$ cat src/rtl/monster_fleet_move_if.sv
// Control/status bundle for monster_fleet_move: spawn/kill/frame strobes in, per-channel
// activity, packed positions and bounce pulses out. Plain wires; no handshake or backpressure.
interface monster_fleet_move_if #(
    parameter int NUM_MONSTERS = 4,
    parameter int COORD_W      = 11,
    parameter int SPEED_W      = 10
);
    localparam int ID_W = (NUM_MONSTERS > 1) ? $clog2(NUM_MONSTERS) : 1;

    logic                            startOfFrame;
    logic                            freeze;
    logic                            spawn;
    logic [ID_W-1:0]                 spawn_id;
    logic [COORD_W-1:0]              spawn_x;
    logic [COORD_W-1:0]              spawn_y;
    logic [SPEED_W-1:0]              spawn_xspeed;
    logic [SPEED_W-1:0]              spawn_yspeed;
    logic [NUM_MONSTERS-1:0]         kill;
    logic [NUM_MONSTERS-1:0]         active;
    logic [NUM_MONSTERS*COORD_W-1:0] topLeftX;
    logic [NUM_MONSTERS*COORD_W-1:0] topLeftY;
    logic [NUM_MONSTERS-1:0]         bounce;

    modport master (
        output startOfFrame, freeze, spawn, spawn_id, spawn_x, spawn_y,
               spawn_xspeed, spawn_yspeed, kill,
        input  active, topLeftX, topLeftY, bounce
    );

    modport slave (
        input  startOfFrame, freeze, spawn, spawn_id, spawn_x, spawn_y,
               spawn_xspeed, spawn_yspeed, kill,
        output active, topLeftX, topLeftY, bounce
    );
endinterface

$ cat src/rtl/monster_fleet_move.sv
// Per-channel fixed-point monster trajectories reflecting off a clamped bounding box.
// Position/bounce visible 1 clk after the frame strobe or spawn; no backpressure (strobes always taken).
module monster_fleet_move #(
    parameter int NUM_MONSTERS = 4,
    parameter int COORD_W      = 11,
    parameter int FRAC_BITS    = 6,
    parameter int SPEED_W      = 10,
    parameter int MIN_X        = 90,
    parameter int MAX_X        = 385,
    parameter int MIN_Y        = 90,
    parameter int MAX_Y        = 385
) (
    input  logic                 clk,
    input  logic                 resetN,
    monster_fleet_move_if.slave  bus
);
    localparam int ID_W = (NUM_MONSTERS > 1) ? $clog2(NUM_MONSTERS) : 1;
    localparam int PW   = COORD_W + FRAC_BITS + 2;

    typedef logic signed [PW-1:0] fp_t;
    typedef enum logic {IDLE, ACTIVE} state_t;
    typedef struct packed {
        logic signed [PW-1:0] pos;
        logic signed [PW-1:0] spd;
        logic                 hit;
    } axis_t;

    localparam fp_t LO_X = fp_t'(MIN_X << FRAC_BITS);
    localparam fp_t HI_X = fp_t'(MAX_X << FRAC_BITS);
    localparam fp_t LO_Y = fp_t'(MIN_Y << FRAC_BITS);
    localparam fp_t HI_Y = fp_t'(MAX_Y << FRAC_BITS);

    // Reflection only when the step would cross the bound; an exact landing reflects next frame.
    function automatic axis_t step_axis(fp_t pos, fp_t spd, fp_t lo, fp_t hi);
        fp_t   nxt;
        axis_t r;
        nxt   = pos + spd;
        r.pos = nxt;
        r.spd = spd;
        r.hit = 1'b0;
        if (spd > fp_t'(0) && nxt > hi) begin
            r.pos = hi;
            r.spd = -spd;
            r.hit = 1'b1;
        end else if (spd < fp_t'(0) && nxt < lo) begin
            r.pos = lo;
            r.spd = -spd;
            r.hit = 1'b1;
        end
        return r;
    endfunction

    function automatic fp_t load_coord(logic [COORD_W-1:0] c, fp_t lo, fp_t hi);
        fp_t v;
        v = {{(PW-COORD_W){c[COORD_W-1]}}, c};
        v = v <<< FRAC_BITS;
        if (v < lo)      v = lo;
        else if (v > hi) v = hi;
        return v;
    endfunction

    function automatic fp_t sext_speed(logic [SPEED_W-1:0] s);
        return {{(PW-SPEED_W){s[SPEED_W-1]}}, s};
    endfunction

    for (genvar i = 0; i < NUM_MONSTERS; i++) begin : g_ch
        state_t state_q;
        fp_t    px_q, py_q, sx_q, sy_q;
        logic   bounce_q;
        axis_t  ax_d, ay_d;
        logic   spawn_hit;

        assign ax_d      = step_axis(px_q, sx_q, LO_X, HI_X);
        assign ay_d      = step_axis(py_q, sy_q, LO_Y, HI_Y);
        // Ids beyond the last channel match no channel and are dropped.
        assign spawn_hit = bus.spawn && (bus.spawn_id == ID_W'(i));

        always_ff @(posedge clk or negedge resetN) begin
            if (!resetN) begin
                state_q  <= IDLE;
                px_q     <= '0;
                py_q     <= '0;
                sx_q     <= '0;
                sy_q     <= '0;
                bounce_q <= 1'b0;
            end else begin
                bounce_q <= 1'b0;
                if (bus.kill[i]) begin
                    state_q <= IDLE;
                end else if (spawn_hit) begin
                    state_q <= ACTIVE;
                    px_q    <= load_coord(bus.spawn_x, LO_X, HI_X);
                    py_q    <= load_coord(bus.spawn_y, LO_Y, HI_Y);
                    sx_q    <= sext_speed(bus.spawn_xspeed);
                    sy_q    <= sext_speed(bus.spawn_yspeed);
                end else if (state_q == ACTIVE && bus.startOfFrame && !bus.freeze) begin
                    px_q     <= ax_d.pos;
                    py_q     <= ay_d.pos;
                    sx_q     <= ax_d.spd;
                    sy_q     <= ay_d.spd;
                    bounce_q <= ax_d.hit | ay_d.hit;
                end
            end
        end

        assign bus.active[i]                        = (state_q == ACTIVE);
        assign bus.bounce[i]                        = bounce_q;
        assign bus.topLeftX[i*COORD_W +: COORD_W]   = px_q[FRAC_BITS +: COORD_W];
        assign bus.topLeftY[i*COORD_W +: COORD_W]   = py_q[FRAC_BITS +: COORD_W];
    end
endmodule
$ cat src/flat_wrapper.sv
// flat-port wrapper written by rule: the top's interface ports become plain ports
module monster_fleet_move_flat 
#(
    parameter int NUM_MONSTERS = 4,
    parameter int COORD_W      = 11,
    parameter int FRAC_BITS    = 6,
    parameter int SPEED_W      = 10,
    parameter int MIN_X        = 90,
    parameter int MAX_X        = 385,
    parameter int MIN_Y        = 90,
    parameter int MAX_Y        = 385
)
  (clk, resetN, bus_startOfFrame, bus_freeze, bus_spawn, bus_spawn_id, bus_spawn_x, bus_spawn_y, bus_spawn_xspeed, bus_spawn_yspeed, bus_kill, bus_active, bus_topLeftX, bus_topLeftY, bus_bounce);
  monster_fleet_move_if #(.NUM_MONSTERS(NUM_MONSTERS), .COORD_W(COORD_W), .SPEED_W(SPEED_W)) bus_i ();
  input  logic clk;
  input  logic resetN;
  input wire logic [$bits(bus_i.startOfFrame)-1:0] bus_startOfFrame;
  input wire logic [$bits(bus_i.freeze)-1:0] bus_freeze;
  input wire logic [$bits(bus_i.spawn)-1:0] bus_spawn;
  input wire logic [$bits(bus_i.spawn_id)-1:0] bus_spawn_id;
  input wire logic [$bits(bus_i.spawn_x)-1:0] bus_spawn_x;
  input wire logic [$bits(bus_i.spawn_y)-1:0] bus_spawn_y;
  input wire logic [$bits(bus_i.spawn_xspeed)-1:0] bus_spawn_xspeed;
  input wire logic [$bits(bus_i.spawn_yspeed)-1:0] bus_spawn_yspeed;
  input wire logic [$bits(bus_i.kill)-1:0] bus_kill;
  output wire logic [$bits(bus_i.active)-1:0] bus_active;
  output wire logic [$bits(bus_i.topLeftX)-1:0] bus_topLeftX;
  output wire logic [$bits(bus_i.topLeftY)-1:0] bus_topLeftY;
  output wire logic [$bits(bus_i.bounce)-1:0] bus_bounce;
  assign bus_i.startOfFrame = bus_startOfFrame;
  assign bus_i.freeze = bus_freeze;
  assign bus_i.spawn = bus_spawn;
  assign bus_i.spawn_id = bus_spawn_id;
  assign bus_i.spawn_x = bus_spawn_x;
  assign bus_i.spawn_y = bus_spawn_y;
  assign bus_i.spawn_xspeed = bus_spawn_xspeed;
  assign bus_i.spawn_yspeed = bus_spawn_yspeed;
  assign bus_i.kill = bus_kill;
  assign bus_active = bus_i.active;
  assign bus_topLeftX = bus_i.topLeftX;
  assign bus_topLeftY = bus_i.topLeftY;
  assign bus_bounce = bus_i.bounce;
  monster_fleet_move #(.NUM_MONSTERS(NUM_MONSTERS), .COORD_W(COORD_W), .FRAC_BITS(FRAC_BITS), .SPEED_W(SPEED_W), .MIN_X(MIN_X), .MAX_X(MAX_X), .MIN_Y(MIN_Y), .MAX_Y(MAX_Y)) u_core (.clk(clk), .resetN(resetN), .bus(bus_i));
endmodule
$ cat config.mk
export PLATFORM = sky130hd
export DESIGN_NAME = monster_fleet_move_flat
export DESIGN_NICKNAME = d
export VERILOG_FILES = /design/src/rtl/monster_fleet_move_if.sv /design/src/rtl/monster_fleet_move.sv /design/src/flat_wrapper.sv
export SDC_FILE = /design/constraint.sdc
export NUM_CORES = 1
export LEC_CHECK = 0
export ABC_CLOCK_PERIOD_IN_PS = 8870
export BUFFER_PORTS_ARGS = -buffer_cell sky130_fd_sc_hd__buf_2
export CAP_MARGIN = 10
export CORE_ASPECT_RATIO = 1.1
export CORE_MARGIN = 4
export CORE_UTILIZATION = 25
export DETAILED_ROUTE_END_ITERATION = 16
export GPL_TIMING_DRIVEN = 0
export SKIP_LAST_GASP = 1
export SYNTH_ARGS = -nofsm -noshare
export SYNTH_HDL_FRONTEND = slang
export SYNTH_SLANG_ARGS = --single-unit
$ cat constraint.sdc
create_clock -name clk -period 8.87 [get_ports clk]
set_input_delay 0.887 -clock clk [delete_from_list [all_inputs] [get_ports clk]]
set_output_delay 0.887 -clock clk [all_outputs]
set_load 0.02 [all_outputs]
== Yosys cells after proc, flatten, opt, wreduce, memory -nomap -nowiden ==
Cells that the tools add are included.
Cells by class
  magnitude comparators: 36
  bitwise logic cells: 8
  add/sub/neg operators: 16
  reduce and logical (&&, ||, !) cells: 58
  equality and inequality tests: 3
  multiplexer cells: 72
Operators with widths (count)
  $mux 19: 36
  $mux 39: 16
  $add 19x19->19: 8
  $gt 19x1->1 const B: 8
  $gt 19x16->1 const B: 8
  $lt 19x1->1 const B: 8
  $lt 19x14->1 const B: 8
  $neg 19->19: 8
  $gt 17x16->1 const B: 2
  $lt 17x14->1 const B: 2
  $logic_and 1x1->1: 28
  $reduce_and 3->1: 8
  $reduce_bool 3->1: 8
  $mux 1: 20
  $reduce_bool 2->1: 8
  $reduce_and 2->1: 4
  $eq 2x2->1 const B: 2
  $not 1->1: 4
  $or 1x1->1: 4
  $eq 2x1->1 const B: 1
  $logic_not 2->1: 1
  $logic_not 1->1: 1
Storage, ports and cells
  register bits after elaboration: 312
  logic and storage cells: 217
  input port bits: 53
  output and inout bits: 96

== Longest topological paths before layout ==
Gate-level depths: netlist (run 1).
  depth in word-level cells: 9
  gate-level depth with buffers: 17
  mapped depth without buffers: 13

== Worst setup path after synthesis (run 1) ==
Ideal clock, no wire load.
  path type: register -> register
  start: reg u_core.g_ch[2].sx_q[0]
  end: reg u_core.g_ch[2].sx_q[15]
  path buffers: 2
  period minus slack after synthesis: 3.760 ns
  arrival time: 3.639 ns
  library setup time: 0.121 ns
  data required time: 8.749 ns
  stages on the path, launching flop included: 16
  setup slack: 5.110 ns
  cell sequence: dfrtp_1 -> ha_1 -> fa_1 -> a21o_1 -> a211o_1 -> a2111oi_0 -> o211ai_1 -> a221oi_1 -> a41oi_1 -> o41ai_2 -> nor2b_1 -> nand2b_1 -> buf_4 -> buf_4 -> o21ai_1 -> a22o_1
Between the ends
  word-level cells in the longest chain between the ends: 6
  elaborated cells between the ends (all ways): 14
  those cells by class: 2 x add/sub; 4 x order compare; 4 x mux; 4 x reduce/logical
RTL lines
  start, declared: RTL line monster_fleet_move.sv:68  | fp_t px_q, py_q, sx_q, sy_q;
  start signal, assigned: RTL line monster_fleet_move.sv:94  | sx_q <= sext_speed(bus.spawn_xspeed);
  start signal, assigned: RTL line monster_fleet_move.sv:99  | sx_q <= ax_d.spd;
  $add 19x19->19: RTL line monster_fleet_move.sv:37  | nxt = pos + spd;
  $gt 19x16->1: RTL line monster_fleet_move.sv:41  | if (spd > fp_t'(0) && nxt > hi) begin
  $logic_and 1x1->1: RTL line monster_fleet_move.sv:41
  $mux 39: RTL line monster_fleet_move.sv:41
  $mux 19: RTL line monster_fleet_move.sv:96  | end else if (state_q == ACTIVE && bus.startOfFrame && !bus.freeze) begin
  $mux 19: RTL line monster_fleet_move.sv:90  | end else if (spawn_hit) begin
Several ways; a longest one is shown, not always the timed one. The select of a mux whose other input is x is not followed.
A chain may end at the register's enable or synchronous reset.

== Worst setup path after layout (run 1) ==
  start: reg u_core.g_ch[0].sx_q[0]
  end: reg u_core.g_ch[0].bounce_q
Between the ends
  word-level cells in the longest chain between the ends: 9
  elaborated cells between the ends (all ways): 13
  those cells by class: 1 x add/sub; 4 x order compare; 5 x mux; 1 x bitwise; 2 x reduce/logical
RTL lines
  start, declared: RTL line monster_fleet_move.sv:68
  start signal, assigned: RTL line monster_fleet_move.sv:94
  start signal, assigned: RTL line monster_fleet_move.sv:99
  $add 19x19->19: RTL line monster_fleet_move.sv:37
  $lt 19x14->1: RTL line monster_fleet_move.sv:45  | end else if (spd < fp_t'(0) && nxt < lo) begin
  $logic_and 1x1->1: RTL line monster_fleet_move.sv:45
  $mux 39: RTL line monster_fleet_move.sv:45
  $mux 39 (*): RTL line monster_fleet_move.sv:41
  $or 1x1->1 (*): RTL line monster_fleet_move.sv:101  | bounce_q <= ax_d.hit | ay_d.hit;
  $mux 1 (*): RTL line monster_fleet_move.sv:96
  $mux 1 (*): RTL line monster_fleet_move.sv:90
  $mux 1 (*): RTL line monster_fleet_move.sv:88  | if (bus.kill[i]) begin
  end signal, assigned: RTL line monster_fleet_move.sv:101
  end, declared: RTL line monster_fleet_move.sv:69  | logic bounce_q;
Every way passes the cells marked *; elsewhere a longest branch is shown, timed or not. The select of a mux whose other input is x is not followed.

==> results.sh, run 1 <==
export IMPL_clk_pin_slew_ns=0.07
export IMPL_yosys_warnings=0
export IMPL_finalHoldViolCount=0
export IMPL_cts_hold_buf=0
export IMPL_first_iter_violations=2756
export IMPL_initial_utilization_pct=25.3
export IMPL_grt_pass1_vias=25330
export IMPL_gr_total_overflow=0
export IMPL_syn_inst=3252
export IMPL_cts_tree="built"
export IMPL_netlist_area_um2=26000
export IMPL_grt_setup_unrepaired="false"
export IMPL_final_common_cell="nand2_1"
export IMPL_hold_slack_ns=0.196
export IMPL_min_path_type="primary input to asynchronous set/reset pin"
export IMPL_worstMarginPinSlew_ns=1.23
export IMPL_peakVddDrop_v=0.000197
export IMPL_cp_start_kind="flop"
export IMPL_setup_viol=0
export IMPL_drt_pass1_iter_count=6
export IMPL_cp_cell_sequence="ha_1 -> fa_1 -> a21o_1 -> a221oi_2 -> o22a_1 -> a31oi_1 -> a31oi_1 -> xor2_1 -> nand3_1 -> o31ai_1 -> nor2_1 -> a2111oi_0"
export IMPL_slew_headroom_pct=16.1
export IMPL_detail_route_antenna_nets=0
export IMPL_period_share_pct=58.3
export IMPL_path_delay_family="compound AO/OA/AOI/OAI gates"
export IMPL_async_reset_ff_share_pct=100
export IMPL_crit_top_cell="a31oi_1"
export IMPL_power_density_nw_per_um2=469
export IMPL_end_kind="flop"
export IMPL_wirelength_um=102000
export IMPL_grt_pass1_wl_um=154000
export IMPL_die_x_um=316
export IMPL_critPathBufInv=0
export IMPL_cp_arrival_ns=5.53
export IMPL_antenna_found_initial=9
export IMPL_layout_drive_gt1_share_pct=11.4
export IMPL_ys_types=99
export IMPL_fillCellCount=11191
export IMPL_ioPinCount=149
export IMPL_dpl_worst_slack_ns=3.94
export IMPL_ys_flop_type="dfrtp_1"
export IMPL_min_period_ns=5.17
export IMPL_clk_latency_ns=0.59
export IMPL_dieHeight_um=346
export IMPL_core_area_um2=103000
export IMPL_netSwitchingPower_mw=7.38
export IMPL_synthToLayoutAreaGrowth_pct=15.4
export IMPL_synth_edf_count=0
export IMPL_layout_nets=3668
export IMPL_grtUsageTotal_pct=17.9
export IMPL_power_frac_seq_pct=20.6
export IMPL_max_cap_violations=0
export IMPL_gp_congestion=0.929
export IMPL_swShare_pct=52.4
export IMPL_grt_max_degree=95
export IMPL_crit_path_top_delay_cell="o31ai_1"
export IMPL_seq_area_frac_synth_pct=30.0
export IMPL_finClkSkew_ns=0.0389
export IMPL_post_cts_buffers=0
export IMPL_tns_ns=0
export IMPL_cts_sinks=312
export IMPL_fmax_ghz=0.193
export IMPL_h_tree_depth=2
export IMPL_synth_seq_cells=312
export IMPL_power_mw=14.1
export IMPL_path_max_fanout=6
export IMPL_wl_per_cell_um=21.0
export IMPL_cts_resized=0
export IMPL_fin_ws_ns=3.70
export IMPL_hpwl_um=77400
export IMPL_status="finished clean"
export IMPL_avgSynthCellArea_um2=8.01
export IMPL_p_leak_nw=12.9
export IMPL_pwr_share_comb_pct=67.3
export IMPL_critPathKind="flop to flop"
export IMPL_intPower_mw=6.71
export IMPL_drc=0
export IMPL_place_inst=4788
export IMPL_slew_violations=0
export IMPL_critPathMaxStageDelay_ns=1.00
export IMPL_numCtsBuffers=40
export IMPL_mostFrequentLayoutCells="321 x nand2_1, 312 x dfrtp_1, 294 x o21ai_0"
export IMPL_final_cell_count_no_fill=4864
export IMPL_pwr_share_clk_pct=12.1
export IMPL_die_area_um2=109000
export IMPL_syn_num_nets=3465
export IMPL_crit_required_ns=9.23
export IMPL_avgViaCountPerCell=5.56
export IMPL_vias=27029
export IMPL_portBuffers=146
export IMPL_clockBufferDepth=3
export IMPL_rows=123
export IMPL_cts_root_buf="clkbuf_16"
[stage by stage]
stage | area, um^2 | utilization [%]
3_5_place_dp | 28700 | 27.9
4_1_cts | 30000 | 29.2
6_report | 30100 | 29.2
2_1_floorplan | 26000 | -
5_1_grt | 30000 | 29.2
3_3_place_gp | 28500 | 27.7
[cell type report]
cell class | instances | area (um^2) | share of cell area, %
Multi-Input combinational cell | 2576 | 16500 | 54.9
Sequential cell | 312 | 7810 | 26.0
Clock buffer | 55 | 1130 | 3.75
Timing Repair Buffer | 161 | 940 | 3.13
Buffer | 262 | 1380 | 4.58
Clock inverter | 13 | 188 | 0.625
Tap cell | 1375 | 1720 | 5.72
Antenna cell | 8 | 20.0 | 0.0666
Inverter | 102 | 383 | 1.27
[cells by family (layout without fill, tap and decap cells)]
family / Yosys count / count (layout) / synth area share, %
XOR/XNOR: 95 / 95 / 3.20
other: 0 / 8 / 0
buffers and inverters: 364 / 593 / 6.76
AND/OR/NAND/NOR: 1089 / 1089 / 20.6
adder cells (fa/ha/maj): 160 / 160 / 7.92
multiplexers: 13 / 13 / 0.514
AO/OA/AOI/OAI: 1219 / 1219 / 31.0
flip-flops: 312 / 312 / 30.0
[per-layer routing]
layer	wire length, um	share of wire (%)	vias up	GRT usage [%]
met3	8340	8.2	232	3.51
met5	41	0.040	-	0
met1	43400	43	13069	23.5
li1	-	-	12556	-
met4	6090	6.0	6	9.40
met2	44200	43	1166	27.7
[worst paths after layout]
kind                                   startpoint                      end  slack, ns  cells past startpoint
min in group clk           u_core.g_ch[3].py_q[0]   u_core.g_ch[3].py_q[0]       0.48                      2
max                        u_core.g_ch[0].sx_q[0]  u_core.g_ch[0].bounce_q       3.70                     12
max reg2reg                u_core.g_ch[0].sx_q[0]  u_core.g_ch[0].bounce_q       3.70                     12
max in group asynchronous                  resetN  u_core.g_ch[2].py_q[18]       7.33                      3
min reg2reg                u_core.g_ch[3].py_q[0]   u_core.g_ch[3].py_q[0]       0.48                      2
min                                        resetN  u_core.g_ch[1].sx_q[16]       0.20                      1
[power groups by stage]
stage	clock network [mW]	logic [mW]	registers [mW]
after floorplan	0	7.15	2.53
after global placement	0	9.19	2.89
after detailed placement	0	9.29	2.90
after CTS	1.74	9.34	2.88
after global routing	1.79	10.5	2.97
final	1.71	9.48	2.90
[sequential cells by signal (all words and copies together) (netlist names)]
signal / flops
u_core.g_ch.bounce_q: 4
u_core.g_ch.px_q: 76
u_core.g_ch.py_q: 76
u_core.g_ch.state_q: 4
u_core.g_ch.sx_q: 76
u_core.g_ch.sy_q: 76
[cells in the mapped netlist (10+ instances only)]
library cell | number | share of area (%)
nor2b_1 | 16 | 0.38
a21oi_1 | 274 | 5.3
and2_1 | 37 | 0.89
nor2_1 | 239 | 3.4
o221ai_1 | 20 | 0.67
a31oi_1 | 48 | 1.2
o21a_1 | 45 | 1.3
a221oi_1 | 11 | 0.37
inv_1 | 101 | 1.5
nand3_1 | 97 | 1.9
o41ai_1 | 13 | 0.44
o31ai_1 | 62 | 1.8
xor2_1 | 45 | 1.5
a22oi_1 | 16 | 0.46
nor3b_1 | 22 | 0.63
a32oi_1 | 10 | 0.34
and3_1 | 38 | 0.91
dfrtp_1 | 312 | 30
a22o_1 | 52 | 1.7
o21ai_0 | 294 | 5.7
nor3_1 | 79 | 1.5
xnor2_1 | 50 | 1.7
a211oi_1 | 30 | 0.87
o211ai_1 | 36 | 1.0
o21bai_1 | 13 | 0.37
buf_4 | 98 | 2.8
o22ai_1 | 34 | 0.82
ha_1 | 152 | 7.3
o2111ai_1 | 12 | 0.40
clkbuf_1 | 136 | 2.0
nand2_1 | 321 | 4.6
nand2b_1 | 39 | 0.94
o22a_1 | 16 | 0.54
nor4_1 | 29 | 0.70
or3_1 | 72 | 1.7
a21o_1 | 73 | 2.1
a211o_1 | 11 | 0.37
nand4_1 | 32 | 0.77
mux2i_1 | 10 | 0.38
or4_1 | 11 | 0.32
buf_2 | 20 | 0.38
a2111oi_0 | 16 | 0.54
(Power assumes the default switching activity.)
==> run 2: changes to the inputs <==
ABC_CLOCK_PERIOD_IN_PS = 4200   (was 8870)
clock period = 4.2 ns   (was 8.87 ns; I/O delays follow)
==> results.sh, run 2 (synthesis results as in run 1) <==
export IMPL_status="finished clean"
export IMPL_cp_arrival_ns=4.54
export IMPL_crit_required_ns=4.57
export IMPL_p_leak_nw=13.2
export IMPL_slew_violations=0
export IMPL_portBuffers=146
export IMPL_final_common_cell="nand2_1"
export IMPL_crit_top_cell="buf_4"
export IMPL_power_density_nw_per_um2=1010
export IMPL_critPathMaxStageDelay_ns=0.76
export IMPL_numCtsBuffers=40
export IMPL_clockBufferDepth=3
export IMPL_detail_route_antenna_nets=0
export IMPL_finalHoldViolCount=0
export IMPL_crit_path_top_delay_cell="a2111oi_1"
export IMPL_dieHeight_um=346
export IMPL_worstReg2RegStart="u_core.g_ch[0].sx_q[0]"
export IMPL_layout_nets=3687
export IMPL_drt_pass1_iter_count=6
export IMPL_min_path_type="primary input to flop"
export IMPL_wl_per_cell_um=21.1
export IMPL_hold_slack_ns=0.0486
export IMPL_die_area_um2=109000
export IMPL_grt_pass1_wl_um=154000
export IMPL_max_cap_violations=0
export IMPL_core_area_um2=103000
export IMPL_end_kind="flop"
export IMPL_die_x_um=316
export IMPL_power_mw=31.2
export IMPL_layout_drive_gt1_share_pct=14.9
export IMPL_rows=123
export IMPL_fmax_ghz=0.240
export IMPL_finClkSkew_ns=0.0413
export IMPL_h_tree_depth=2
export IMPL_gp_congestion=0.929
export IMPL_min_period_ns=4.17
export IMPL_period_share_pct=99.3
export IMPL_cp_cell_sequence="ha_1 -> fa_2 -> a21o_1 -> a221oi_4 -> o22a_2 -> a31oi_4 -> a311oi_2 -> xor2_2 -> buf_4 -> o211a_4 -> buf_4 -> nor2_1 -> a2111oi_1"
export IMPL_critPathKind="flop to flop"
export IMPL_worstMarginPinSlew_ns=1.09
export IMPL_mostFrequentLayoutCells="318 x nand2_1, 310 x dfrtp_1, 288 x o21ai_0"
export IMPL_grt_setup_unrepaired="true"
export IMPL_avgViaCountPerCell=5.58
export IMPL_grtUsageTotal_pct=17.9
export IMPL_synthToLayoutAreaGrowth_pct=18.4
export IMPL_clk_latency_ns=0.59
export IMPL_ioPinCount=149
export IMPL_clk_pin_slew_ns=0.06
export IMPL_first_iter_violations=2742
export IMPL_slew_headroom_pct=27.3
export IMPL_wirelength_um=103000
export IMPL_hpwl_um=77400
export IMPL_peakVddDrop_v=0.000415
export IMPL_setup_viol=0
export IMPL_cts_root_buf="clkbuf_16"
export IMPL_cp_start_kind="flop"
export IMPL_vias=27266
export IMPL_cts_sinks=312
export IMPL_gr_total_overflow=0
export IMPL_cts_tree="built"
export IMPL_grt_pass1_vias=25382
export IMPL_path_max_fanout=5
export IMPL_antenna_found_initial=8
export IMPL_startpoint="u_core.g_ch[0].sx_q[0]"
export IMPL_hold_start="bus_kill[1]"
export IMPL_grt_max_degree=95
export IMPL_drc=0
export IMPL_initial_utilization_pct=25.3
[run 2: repair_timing]
action | 4_1_cts | 5_1_grt
endpoints found under the setup margin | 150 | 203
pin swaps | 10 | 26
gates resized for setup | 43 | 109
buffers inserted | 12 | 19
hold buffers | 1 | 0
endpoints found under the hold margin | 47 | 0
[run 2: per-layer routing]
| layer | vias up | track usage [%] | share of wire [%] |
|---|---|---|---|
| met3 | 243 | 3.40 | 7.9 |
| met5 | - | 0 | 0.040 |
| met1 | 13266 | 23.6 | 42 |
| met4 | 6 | 9.69 | 6.3 |
| li1 | 12596 | - | - |
| met2 | 1155 | 27.6 | 43 |
[run 2: worst paths after layout]
kind	to	slack, ns	cells past startpoint
setup / recovery	u_core.g_ch[0].bounce_q	0.03	13
hold / removal	u_core.g_ch[1].state_q	0.05	2
setup reg to reg	u_core.g_ch[0].bounce_q	0.03	13
hold reg to reg	u_core.g_ch[3].py_q[0]	0.48	2
max in group asynchronous	u_core.g_ch[2].py_q[18]	2.53	4
min in group asynchronous	u_core.g_ch[1].sx_q[16]	0.33	2
[run 2: report_power, final]
group,total [mW],internal [mW],leakage [nW],switching [mW]
clock network,3.60,2.12,0.637,1.48
registers,6.15,4.29,3.85,1.85
logic,21.5,8.55,8.69,12.9
[run 2: cell type report]
type,instances,area (um^2)
Fill cell,11144,72000
Multi-Input combinational cell,2576,17000
Sequential cell,312,7810
Tap cell,1375,1720
Buffer,249,1370
Timing Repair Buffer,193,1180
Clock buffer,55,1130
Inverter,102,385
Clock inverter,13,188
Antenna cell,9,22.5
[run 2: metrics by stage]
step	utilization [%]	cell area, um^2	setup slack, ns	TNS [ns]	std cells
detailed placement	27.9	28700	-0.730	-38.00	4788
finish	30.0	30800	0.0297	0	4884
floorplan	-	26000	0.440	0	3252
global placement	27.7	28500	-3.94	-1252.35	4773
CTS	29.5	30300	-0.0376	-0.0376	4867
global route	30.0	30800	-0.0517	-0.215	4878
[run 2: worst max-delay path, delay by kind of cell (launching register included)]
| family | cells | cell delay [ns] |
|---|---|---|
| simple gates | 1 | 0.06 |
| buf+inv | 2 | 0.32 |
| fa+ha+maj | 2 | 0.61 |
| compound gates | 7 | 2.32 |
| flops | 1 | 0.39 |
| xor+xnor | 1 | 0.28 |
